File: src/rtl/xor_chain_pipe.sv
// xor_chain_pipe: a^b followed by DEPTH XOR mixing stages, register slice every PIPE_EVERY stages, valid/ready both sides.
// Optional XOR_CHAIN_PIPE_PARITY_EN adds z_par = ^a ^ ^b carried alongside the data.
module xor_chain_pipe #(
  parameter int WIDTH      = 8,
  parameter int DEPTH      = 100,
  parameter int PIPE_EVERY = 25,
  parameter int MODE       = 1,
  parameter int CNT_W      = 16
) (
  input  logic             clk,
  input  logic             reset_n,
  input  logic             in_valid,
  output logic             in_ready,
  input  logic [WIDTH-1:0] a,
  input  logic [WIDTH-1:0] b,
  output logic             out_valid,
  input  logic             out_ready,
  output logic [WIDTH-1:0] z,
`ifdef XOR_CHAIN_PIPE_PARITY_EN
  output logic             z_par,
`endif
  output logic [CNT_W-1:0] done_cnt
);
  localparam int L = (DEPTH + PIPE_EVERY - 1) / PIPE_EVERY;
  function automatic logic [WIDTH-1:0] mix(input logic [WIDTH-1:0] x, input int n);
    logic [WIDTH-1:0] t;
    t = x;
    for (int k = 0; k < PIPE_EVERY; k++)
      if (k < n) t = t ^ ((MODE == 0) ? t : {t[WIDTH-2:0], t[WIDTH-1]});
    return t;
  endfunction
  logic [WIDTH-1:0] d [L];
  logic [L-1:0] v, ld;
`ifdef XOR_CHAIN_PIPE_PARITY_EN
  logic [L-1:0] p;
`endif
  for (genvar j = 0; j < L; j++) begin : g_slice
    localparam int N = (((j + 1) * PIPE_EVERY > DEPTH) ? DEPTH : (j + 1) * PIPE_EVERY) - j * PIPE_EVERY;
    logic [WIDTH-1:0] src, dr;
    logic vin, vr;
    if (j == 0) begin : g_head
      assign src = a ^ b;
      assign vin = in_valid;
    end else begin : g_body
      assign src = d[j-1];
      assign vin = v[j-1];
    end
    // Unrolled form of !v[j] | ld[j+1]: a slice can load if the output drains or any bubble sits at or after it.
    assign ld[j] = out_ready | ~&v[L-1:j];
    assign v[j]  = vr;
    assign d[j]  = dr;
    always_ff @(posedge clk or negedge reset_n)
      if (!reset_n) begin
        vr <= 1'b0;
        dr <= '0;
      end else if (ld[j]) begin
        vr <= vin;
        if (vin) dr <= mix(src, N);
      end
`ifdef XOR_CHAIN_PIPE_PARITY_EN
    logic psrc, pr;
    if (j == 0) begin : g_phead
      assign psrc = ^a ^ ^b;
    end else begin : g_pbody
      assign psrc = p[j-1];
    end
    assign p[j] = pr;
    always_ff @(posedge clk or negedge reset_n)
      if (!reset_n) pr <= 1'b0;
      else if (ld[j] && vin) pr <= psrc;
`endif
  end
  assign in_ready  = ld[0];
  assign out_valid = v[L-1];
  assign z         = d[L-1];
`ifdef XOR_CHAIN_PIPE_PARITY_EN
  assign z_par = p[L-1];
`endif
  always_ff @(posedge clk or negedge reset_n)
    if (!reset_n) done_cnt <= '0;
    else if (out_valid && out_ready) done_cnt <= done_cnt + 1'b1;
endmodule

File: config.mk
export PLATFORM = sky130hd
export DESIGN_NAME = xor_chain_pipe
export DESIGN_NICKNAME = d
export VERILOG_FILES = /design/src/rtl/xor_chain_pipe.sv
export SDC_FILE = /design/constraint.sdc
export NUM_CORES = 1
export LEC_CHECK = 0
export CAP_MARGIN = 30
export CORE_MARGIN = 2
export CORE_UTILIZATION = 60
export DETAILED_ROUTE_END_ITERATION = 6
export DONT_BUFFER_PORTS = 1
export GPL_TIMING_DRIVEN = 1
export PLACE_DENSITY = 0.79
export SKIP_CTS_REPAIR_TIMING = 1
export SLEW_MARGIN = 20
export SYNTH_ARGS = -nofsm -noshare
export SYNTH_HDL_FRONTEND = slang
export SYNTH_SLANG_ARGS = --single-unit
File: constraint.sdc
create_clock -name clk -period 2.3 [get_ports clk]
set_input_delay 0.69 -clock clk [delete_from_list [all_inputs] [get_ports clk]]
set_output_delay 0.69 -clock clk [all_outputs]
set_load 0.03 [all_outputs]
; After elaboration in Yosys (flattened, before gate mapping)
; Cells that the tools add are included.
[totals]
regBits = 52
in_bits = 20
output_inout_bits = 26
word_cells = 319
[classes]
add_sub_neg = 1
mux = 192
bitwise = 105
reduce_logical = 12
[ops]
columns = op, count
row1 = two-way mux 8 bit, 192
row2 = XOR 8 bit, 101
row3 = adder 16 x 1 -> 16 bit (second input constant), 1
row4 = AND reduction 2 bit, 5
row5 = zero test 1 bit, 4
row6 = OR 1 bit, 4
row7 = AND reduction 4 bit, 1
row8 = AND reduction 3 bit, 1
row9 = logical AND 1 bit, 1

; Depth between registers and ports, before layout
; Gate-level depths: netlist (run 1).
[depth]
ltp_word = 74
depth_mapped = 5
depth_no_buf = 5

; Least setup slack after synthesis (run 1)
; OpenSTA, ideal clock, no wires.
[synth_timing]
path_kind = input to output
startpoint = input out_ready
endpoint = output in_ready
arrival_time_ps = 1148
t_required_ps = 1610
path_slack_ps = 462
path_stages = 2
path_buffers = 0
cell_sequence = nand4b_1 > or2_4
[synth_via]
elab_chain_cells = 1
[synth_rtl]
columns = item, line_no
row1 = from (decl), 17  ; input logic out_ready,
row2 = OR 1 bit, 49  ; assign ld[j] = out_ready | ~&v[L-1:j];
row3 = to (decl), 13  ; output logic in_ready,
; No other way between the ends.

; Worst setup path in the final report (run 1)
[layout_timing]
startpoint = register g_slice[3].vr, in the netlist out_valid
endpoint = output in_ready
[layout_via]
elab_chain_cells = 3
[layout_rtl]
columns = item, line_no
row1 = from (decl), 40  ; logic vin, vr;
row2 = from (signal assigned), 57  ; vr <= vin;
row3 = AND reduction 4 bit, 49
row4 = zero test 1 bit, 49
row5 = OR 1 bit, 49
; No other way between the ends.

==> parameters.txt, run 1 <==
Parameter                              Value

CTS
  CTS tree    yes
  Insertion delay to the later sink of the worst-skew pair    roughly 0.31 ns
  Buffer type at the clock tree root    clkbuf_4
  H-Tree Depth    1
  CTS Sinks    28
  Clk slew on worst S/H paths    roughly 0.13 ns
  Max Root-Sink Buffers    2
  Cts bufs inserted    3

Flow run
  Total of max-cap violations    0

Synth
  Register area share after synthesis    between 60% and 70%
  Mapped Nets    between 100 and 150
  Top post-synthesis cells by area    dfrtp_1 (62%), xnor2_1 (11%), and2_1 (5.0%)
  Yosys Warn Count    0
  Post-Syn Area per Cell    approximately 13 µm²
  Flops & latches, synth    28
  Post-synthesis cell count    90
  Distinct cell type count after synthesis    21
  Top-area cell type share of the netlist area    between 60 and 70%
  Mapped cell area    0.00113 mm²
  Dominant cell type by area after synthesis    dfrtp_1

Die
  Cell row count    15
  Total I/O pin count    46
  DIE AREA    approximately 0.0022 mm²
  Core area    ~0.0017 mm²
  Starting density of the core    between 60% and 70%
  Height of the die    between 40 and 50 µm
  Horiz. Die Dim    47.4 µm

Setup path
  Crit Path Class    reg2out
  Start point of the critical path    out_valid$_DFFE_PN0N_
  Category of the worst setup path launch point    register
  Sort of element at the end of the critical path    primary output
  CP Data Required Time    between 1.5 and 2 ns
  Cell depth of the worst flop-to-flop path    5
  CP Data Arrival Time    around 1.4 ns
  Maximum fanout along the worst path    6
  Launch point of the worst reg-to-reg path    done_cnt[0]$_DFFE_PN0P_

Layout
  Highest-count cells in the layout ignoring fill and taps    dfrtp_1 (28), xnor2_1 (14), nand2_1 (10)
  Final antenna diode count    0
  Fin nets    between 100 and 150
  Design area    between 0.001 and 0.0015 mm²
  Final Non-Filler Cells    ~120
  Area Growth Syn to Fin    4.76%
  Filler cells    ~140
  Layout Utilization    between 60% and 70%
  Share of final-layout standard cells stronger than drive strength 1    between 10% and 20%
  Most common cell after layout, fill and taps aside    dfrtp_1

STA
  Setup TNS    0 ns
  Slew margin rel.    about two thirds
  Slack of the critical path    0.184 ns
  Setup repair after global routing missed its margin    no
  Share of the clock period used by the worst path after layout    between 90% and 100%
  Worst-case clock skew    ~0.0022 ns
  Final setup violation count    0
  Hold Worst Slack    0.0504 ns
  Count of endpoints failing hold in the final timing report    0
  Maximum operating frequency    between 400 and 500 MHz
  Number of max-slew violations in the final report    0
  Worst Tran Pin Value    ~0.48 ns
  Minimum clock period after layout    approximately 2.1 ns

Route
  Routed wire length    about 1700 µm
  Vias post-DR    634
  Vias per std cell    approximately 5.4
  Routed len/inst    around 14 µm
  Remaining number of nets flagged by the antenna check after routing    0
  Total DRC errors in the routed layout    0
  Number of iterations in the first detailed-routing pass    2
  Starting DRC count in detailed routing    1

Worst hold path
  Worst hold path type    in2async

Power and ir drop
  Comb pwr share    approximately 13%
  Leakage power figure    between 0.5 and 0.6 nW
  Cell Int Power    ~0.68 mW
  Power share of the clock group    between 15 and 20%
  Worst IR Drop VDD    ~0.7 mV
  Post-route total power    about 1.1 mW
  Net switching power    slightly below 0.4 mW
  Sw Share    36.4%
  Power density normalized to cell area    roughly 900 mW/mm²
  Proportion of power drawn by flip-flops and latches    between 60% and 70%

Global route
  Largest net degree at the start of global routing    29
  First-pass GRT wire length    2630 µm
  Global-route usage over all layers    approximately 18%
  Number of antenna violations at the first check in global routing    0
  Remaining Overflow, GRT    0
  Via count of the first global-routing pass    around 560

Placement
  GP Congestion    0.688
  Post-Place Cells    115
  Cell area after placement    0.00116 mm²
  Port Buffers    0
  Worst slack, placed    0.446 ns
  Detailed placer's ending HPWL    roughly 1200 µm

Status
  Status    complete, no violations
final timing paths:
kind,end,slack [ns]
worst min register to register,g_slice[1].vr$_DFFE_PN0N_,0.46
worst max register to register,done_cnt[6]$_DFFE_PN0P_,0.68
worst max-delay path,in_ready,0.18
min in group clk,g_slice[1].vr$_DFFE_PN0N_,0.46
max in group asynchronous,done_cnt[9]$_DFFE_PN0P_,2.18
worst min-delay path,done_cnt[15]$_DFFE_PN0P_,0.05
sequential cells by signal (all words and copies together), names as in the netlist:
register,flops
out_valid,1
z,8
g_slice.vr,3
done_cnt,16
metal layers:
metal	routed length (µm)	global-route usage, %
met5	0	0
met4	44	10.0
met3	91	5.00
met2	803	25.9
met1	731	23.1
power groups by stage:
stage | registers, mW | clock network, mW | logic [mW]
after floorplan | 0.736 | 0 | 0.122
final | 0.743 | 0.185 | 0.136
after CTS | 0.743 | 0.192 | 0.140
after global placement | 0.750 | 0 | 0.134
after global routing | 0.753 | 0.215 | 0.163
after detailed placement | 0.754 | 0 | 0.139
final cells by class:
cell class,count,area [µm²],share of cell area (%)
Sequential cell,28,701,59.2
Multi-Input combinational cell,60,422,35.6
Tap cell,25,31.3,2.64
Clock buffer,3,22.5,1.90
Inverter,2,7.51,0.634
critical path, cell delays in order (launching register included):
cell and delay, ns:
dfrtp_1 0.64, nand4b_1 0.17, or2_4 0.31
synth_stat cells:
cell,count
nor3_4,2
ha_1,1
nand3_4,1
nand2_2,1
nand3_1,7
or2b_1,1
mux2_2,1
xnor2_1,14
nor4_1,1
dfrtp_1,28
nand4b_1,1
inv_1,2
nand3b_1,1
nor2_1,3
nand2b_1,3
and2_1,9
nand4_1,1
or2_4,1
nor2_2,1
xor2_1,1
nand2_1,10
cell families (layout without fill, tap and decap cells):
group | count (synthesis) | after routing | share of synthesized area, %
xor gates and xnor gates | 15 | 15 | 11.6
adders and majority gates | 1 | 1 | 1.11
buffers and inverters | 2 | 5 | 0.665
DFF | 28 | 28 | 62.0
muxes | 1 | 1 | 0.997
and+or+nand+nor | 43 | 43 | 23.6
Note: power is estimated with default switching activity, not from simulation.
==> inputs of run 2 (changes only) <==
--- a/config.mk
+++ b/config.mk
@@ -5,6 +5,7 @@
 export SDC_FILE = /design/constraint.sdc
 export NUM_CORES = 1
 export LEC_CHECK = 0
+export ABC_AREA = 1
 export CAP_MARGIN = 30
 export CORE_MARGIN = 2
 export CORE_UTILIZATION = 60
==> run 2 against run 1 <==
Fmax fell by 1.5%. Core utilization is 1.9 points lower. Sequential share of layout area shrank 10 points. Final cell count up 64%. Global-route usage rose by 1.9 points. Register-to-register slack lost 0.03 ns. Critical path depth rose by 3. Largest cell class unchanged.
==> parameters.txt, run 2 <==
Parameter                              Value

Synth
  Dominant cell type by area after synthesis    dfrtp_1
  Xor and xnor area share after synthesis    between 5 and 6%
  Commonest cells in the synthesized netlist    nand2_1 (51), dfrtp_1 (28), inv_1 (26)
  Post-synthesis cell count    162
  Top-area cell type share of the netlist area    between 50% and 60%
  Mux share of post-synthesis cell area    0%
  Fraction of registers with async set or reset after synthesis    100%
  Flops & latches, synth    28
  Synthesized-area fraction occupied by adder cells    less than 1%
  Post-synthesis simple-gate area fraction    a little under a third
  Yosys Warn Count    0
  Post-synthesis compound-gate area fraction    approximately 2.6%
  Number of enable-type register cells in the synthesized netlist    0
  Distinct cell type count after synthesis    20
  Largest family of logic cells by synthesized area    simple AND/OR/NAND/NOR gates
  Mapped Nets    183
  Leading register cell type out of synthesis    dfrtp_1
  Most common cell in the netlist    nand2_1
  Mapped cell area    between 0.001 and 0.0015 mm²
  Top post-synthesis cells by area    dfrtp_1 (52%), nand2_1 (14%), inv_1 (7.2%)
  Post-Syn Area per Cell    between 8 and 9 µm²
  Register area share after synthesis    roughly half

Flow run
  Total of max-cap violations    0

STA
  Count of endpoints failing hold in the final timing report    0
  Slew margin rel.    59.3%
  Share of the clock period used by the worst path after layout    93.4%
  Maximum operating frequency    ~470 MHz
  Setup TNS    0 ns
  Minimum clock period after layout    between 2 and 2.5 ns
  Setup repair after global routing missed its margin    no
  Worst-case clock skew    between 0.007 and 0.008 ns
  Final setup violation count    0
  Number of max-slew violations in the final report    0
  Worst Tran Pin Value    about 0.6 ns

Layout
  Final antenna diode count    0
  Highest-count cells in the layout ignoring fill and taps    nand2_1 (51), dfrtp_1 (28), inv_1 (26)
  Most common cell after layout, fill and taps aside    nand2_1
  Fin nets    around 190
  Flip-flop count of the largest register after layout    16
  Final Non-Filler Cells    194
  Register area    around 700 µm²
  Share of final-layout standard cells stronger than drive strength 1    10.2%
  Multi-input gate area in the final layout    about 550 µm²
  Top register by number of flip-flops    done_cnt
  Area Growth Syn to Fin    5.25%
  Filler cells    between 150 and 200

Power and ir drop
  Power density normalized to cell area    845 mW/mm²
  Worst IR Drop VDD    around 0.52 mV
  Leakage power figure    approximately 0.75 nW

Die
  Starting density of the core    between 60% and 70%
  Height of the die    51.6 µm
  Total I/O pin count    46
  Horiz. Die Dim    around 52 µm
  Cell row count    17
  DIE AREA    about 0.0027 mm²
  Core area    approximately 0.0022 mm²

Global route
  Via count of the first global-routing pass    just under 1k
  Largest net degree at the start of global routing    29
  First-pass GRT wire length    3900 µm
  Remaining Overflow, GRT    0
  Global-route usage over all layers    between 10% and 20%
  Number of antenna violations at the first check in global routing    0

CTS
  Buffer type at the clock tree root    clkbuf_4
  CTS Sinks    28
  Insertion delay to the later sink of the worst-skew pair    about 0.32 ns
  H-Tree Depth    1
  CTS tree    yes
  Max Root-Sink Buffers    2
  Clk slew on worst S/H paths    0.15 ns
  Cts bufs inserted    3

Route
  Vias post-DR    about 1000
  Remaining number of nets flagged by the antenna check after routing    0
  Total DRC errors in the routed layout    0
  Routed wire length    2280 µm
  Starting DRC count in detailed routing    9
  Vias per std cell    ~5
  Routed len/inst    between 10 and 15 µm
  Number of iterations in the first detailed-routing pass    4

Placement
  Port Buffers    0
  GP Congestion    ~0.75
  Detailed placer's ending HPWL    1770 µm
  Post-Place Cells    between 150 and 200

Setup path
  Sort of element at the end of the critical path    primary output
  CP Data Required Time    about 1.6 ns
  Largest stage delay on the critical path    0.61 ns
  Crit Path Class    reg2out
  CP Data Arrival Time    between 1 and 1.5 ns
  Category of the worst setup path launch point    register
  Critical Path, Cell by Cell    nand2_1 > nor2_2 > nand2_2 > nor2_4 > inv_2
  Highest-delay cell along the critical path    dfrtp_1
  Maximum fanout along the worst path    4

Worst hold path
  Worst hold path type    in2async

Status
  Status    complete, no violations
-- run 2: cell types whose count changed after synthesis, sizes merged, moves of 2 or more --
cell,previous run,this run
nand2,11,55
inv,2,27
nor2,4,28
xnor2,14,4
and2,9,0
o21ai,0,6
nand3,8,3
nand2b,3,0
xor2,1,4
nand4,1,3
nor3,2,0
-- run 2: worst paths after layout --
kind | startpoint | to | slack, ns | cells after the start
max | out_valid$_DFFE_PN0N_ | in_ready | 0.15 | 5
min | reset_n | done_cnt[10]$_DFFE_PN0P_ | 0.03 | 0
max reg2reg | done_cnt[0]$_DFFE_PN0P_ | done_cnt[10]$_DFFE_PN0P_ | 0.65 | 8
min reg2reg | g_slice[0].vr$_DFFE_PN0N_ | g_slice[1].vr$_DFFE_PN0N_ | 0.49 | 2
max in group asynchronous | reset_n | z[4]$_DFFE_PN0P_ | 2.19 | 0
min in group clk | in_valid | g_slice[0].vr$_DFFE_PN0N_ | 0.46 | 2
-- run 2: layout make-up --
cell class	count	area share, %
sequential	28	49.0
multi-input combinational	106	38.6
inverter	28	7.44
clock buffer	4	2.54
tap	28	2.45
-- run 2: worst max-delay path, delay by kind of cell (launching register included) --
kind / cells / cell delay, ns
buffers and inverters: 1 / 0.09
DFF: 1 / 0.61
and+or+nand+nor: 4 / 0.44
-- run 2: cell families (layout without fill, tap and decap cells) --
| group | Yosys count | count (layout) |
|---|---|---|
| simple gates | 90 | 90 |
| flops | 28 | 28 |
| buf+inv | 28 | 32 |
| xor+xnor | 8 | 8 |
| compound gates | 7 | 7 |
| fa+ha+maj | 1 | 1 |
-- run 2: metrics by stage --
step / hold slack [ns] / utilization (%) / cell area [µm²] / worst slack (ns) / power, mW
after floorplan: 0.394 / - / 1360 / 0.467 / 0.935
after global placement: 0.395 / 64.2 / 1390 / 0.445 / 0.976
after detailed placement: 0.395 / 64.2 / 1390 / 0.428 / 0.988
after CTS: 0.0300 / 65.9 / 1430 / 0.136 / 1.22
after global routing: 0.00928 / 65.9 / 1430 / 0.0610 / 1.28
final: 0.0323 / 65.9 / 1430 / 0.151 / 1.21
-- run 2: per-layer routing --
layer	vias up	wire length, µm	global-route usage [%]
li1	493	-	-
met1	454	982	24.2
met2	45	1120	34.2
met3	7	149	4.02
met4	0	30	5.26
met5	-	0	0
-- run 2: power breakdown --
group,switching (mW),total (mW),internal (mW),leakage [nW]
Clock,0.139,0.236,0.0968,0.0210
Combinational,0.124,0.201,0.0776,0.363
Sequential,0.215,0.771,0.556,0.366
Total,0.477,1.21,0.731,0.750
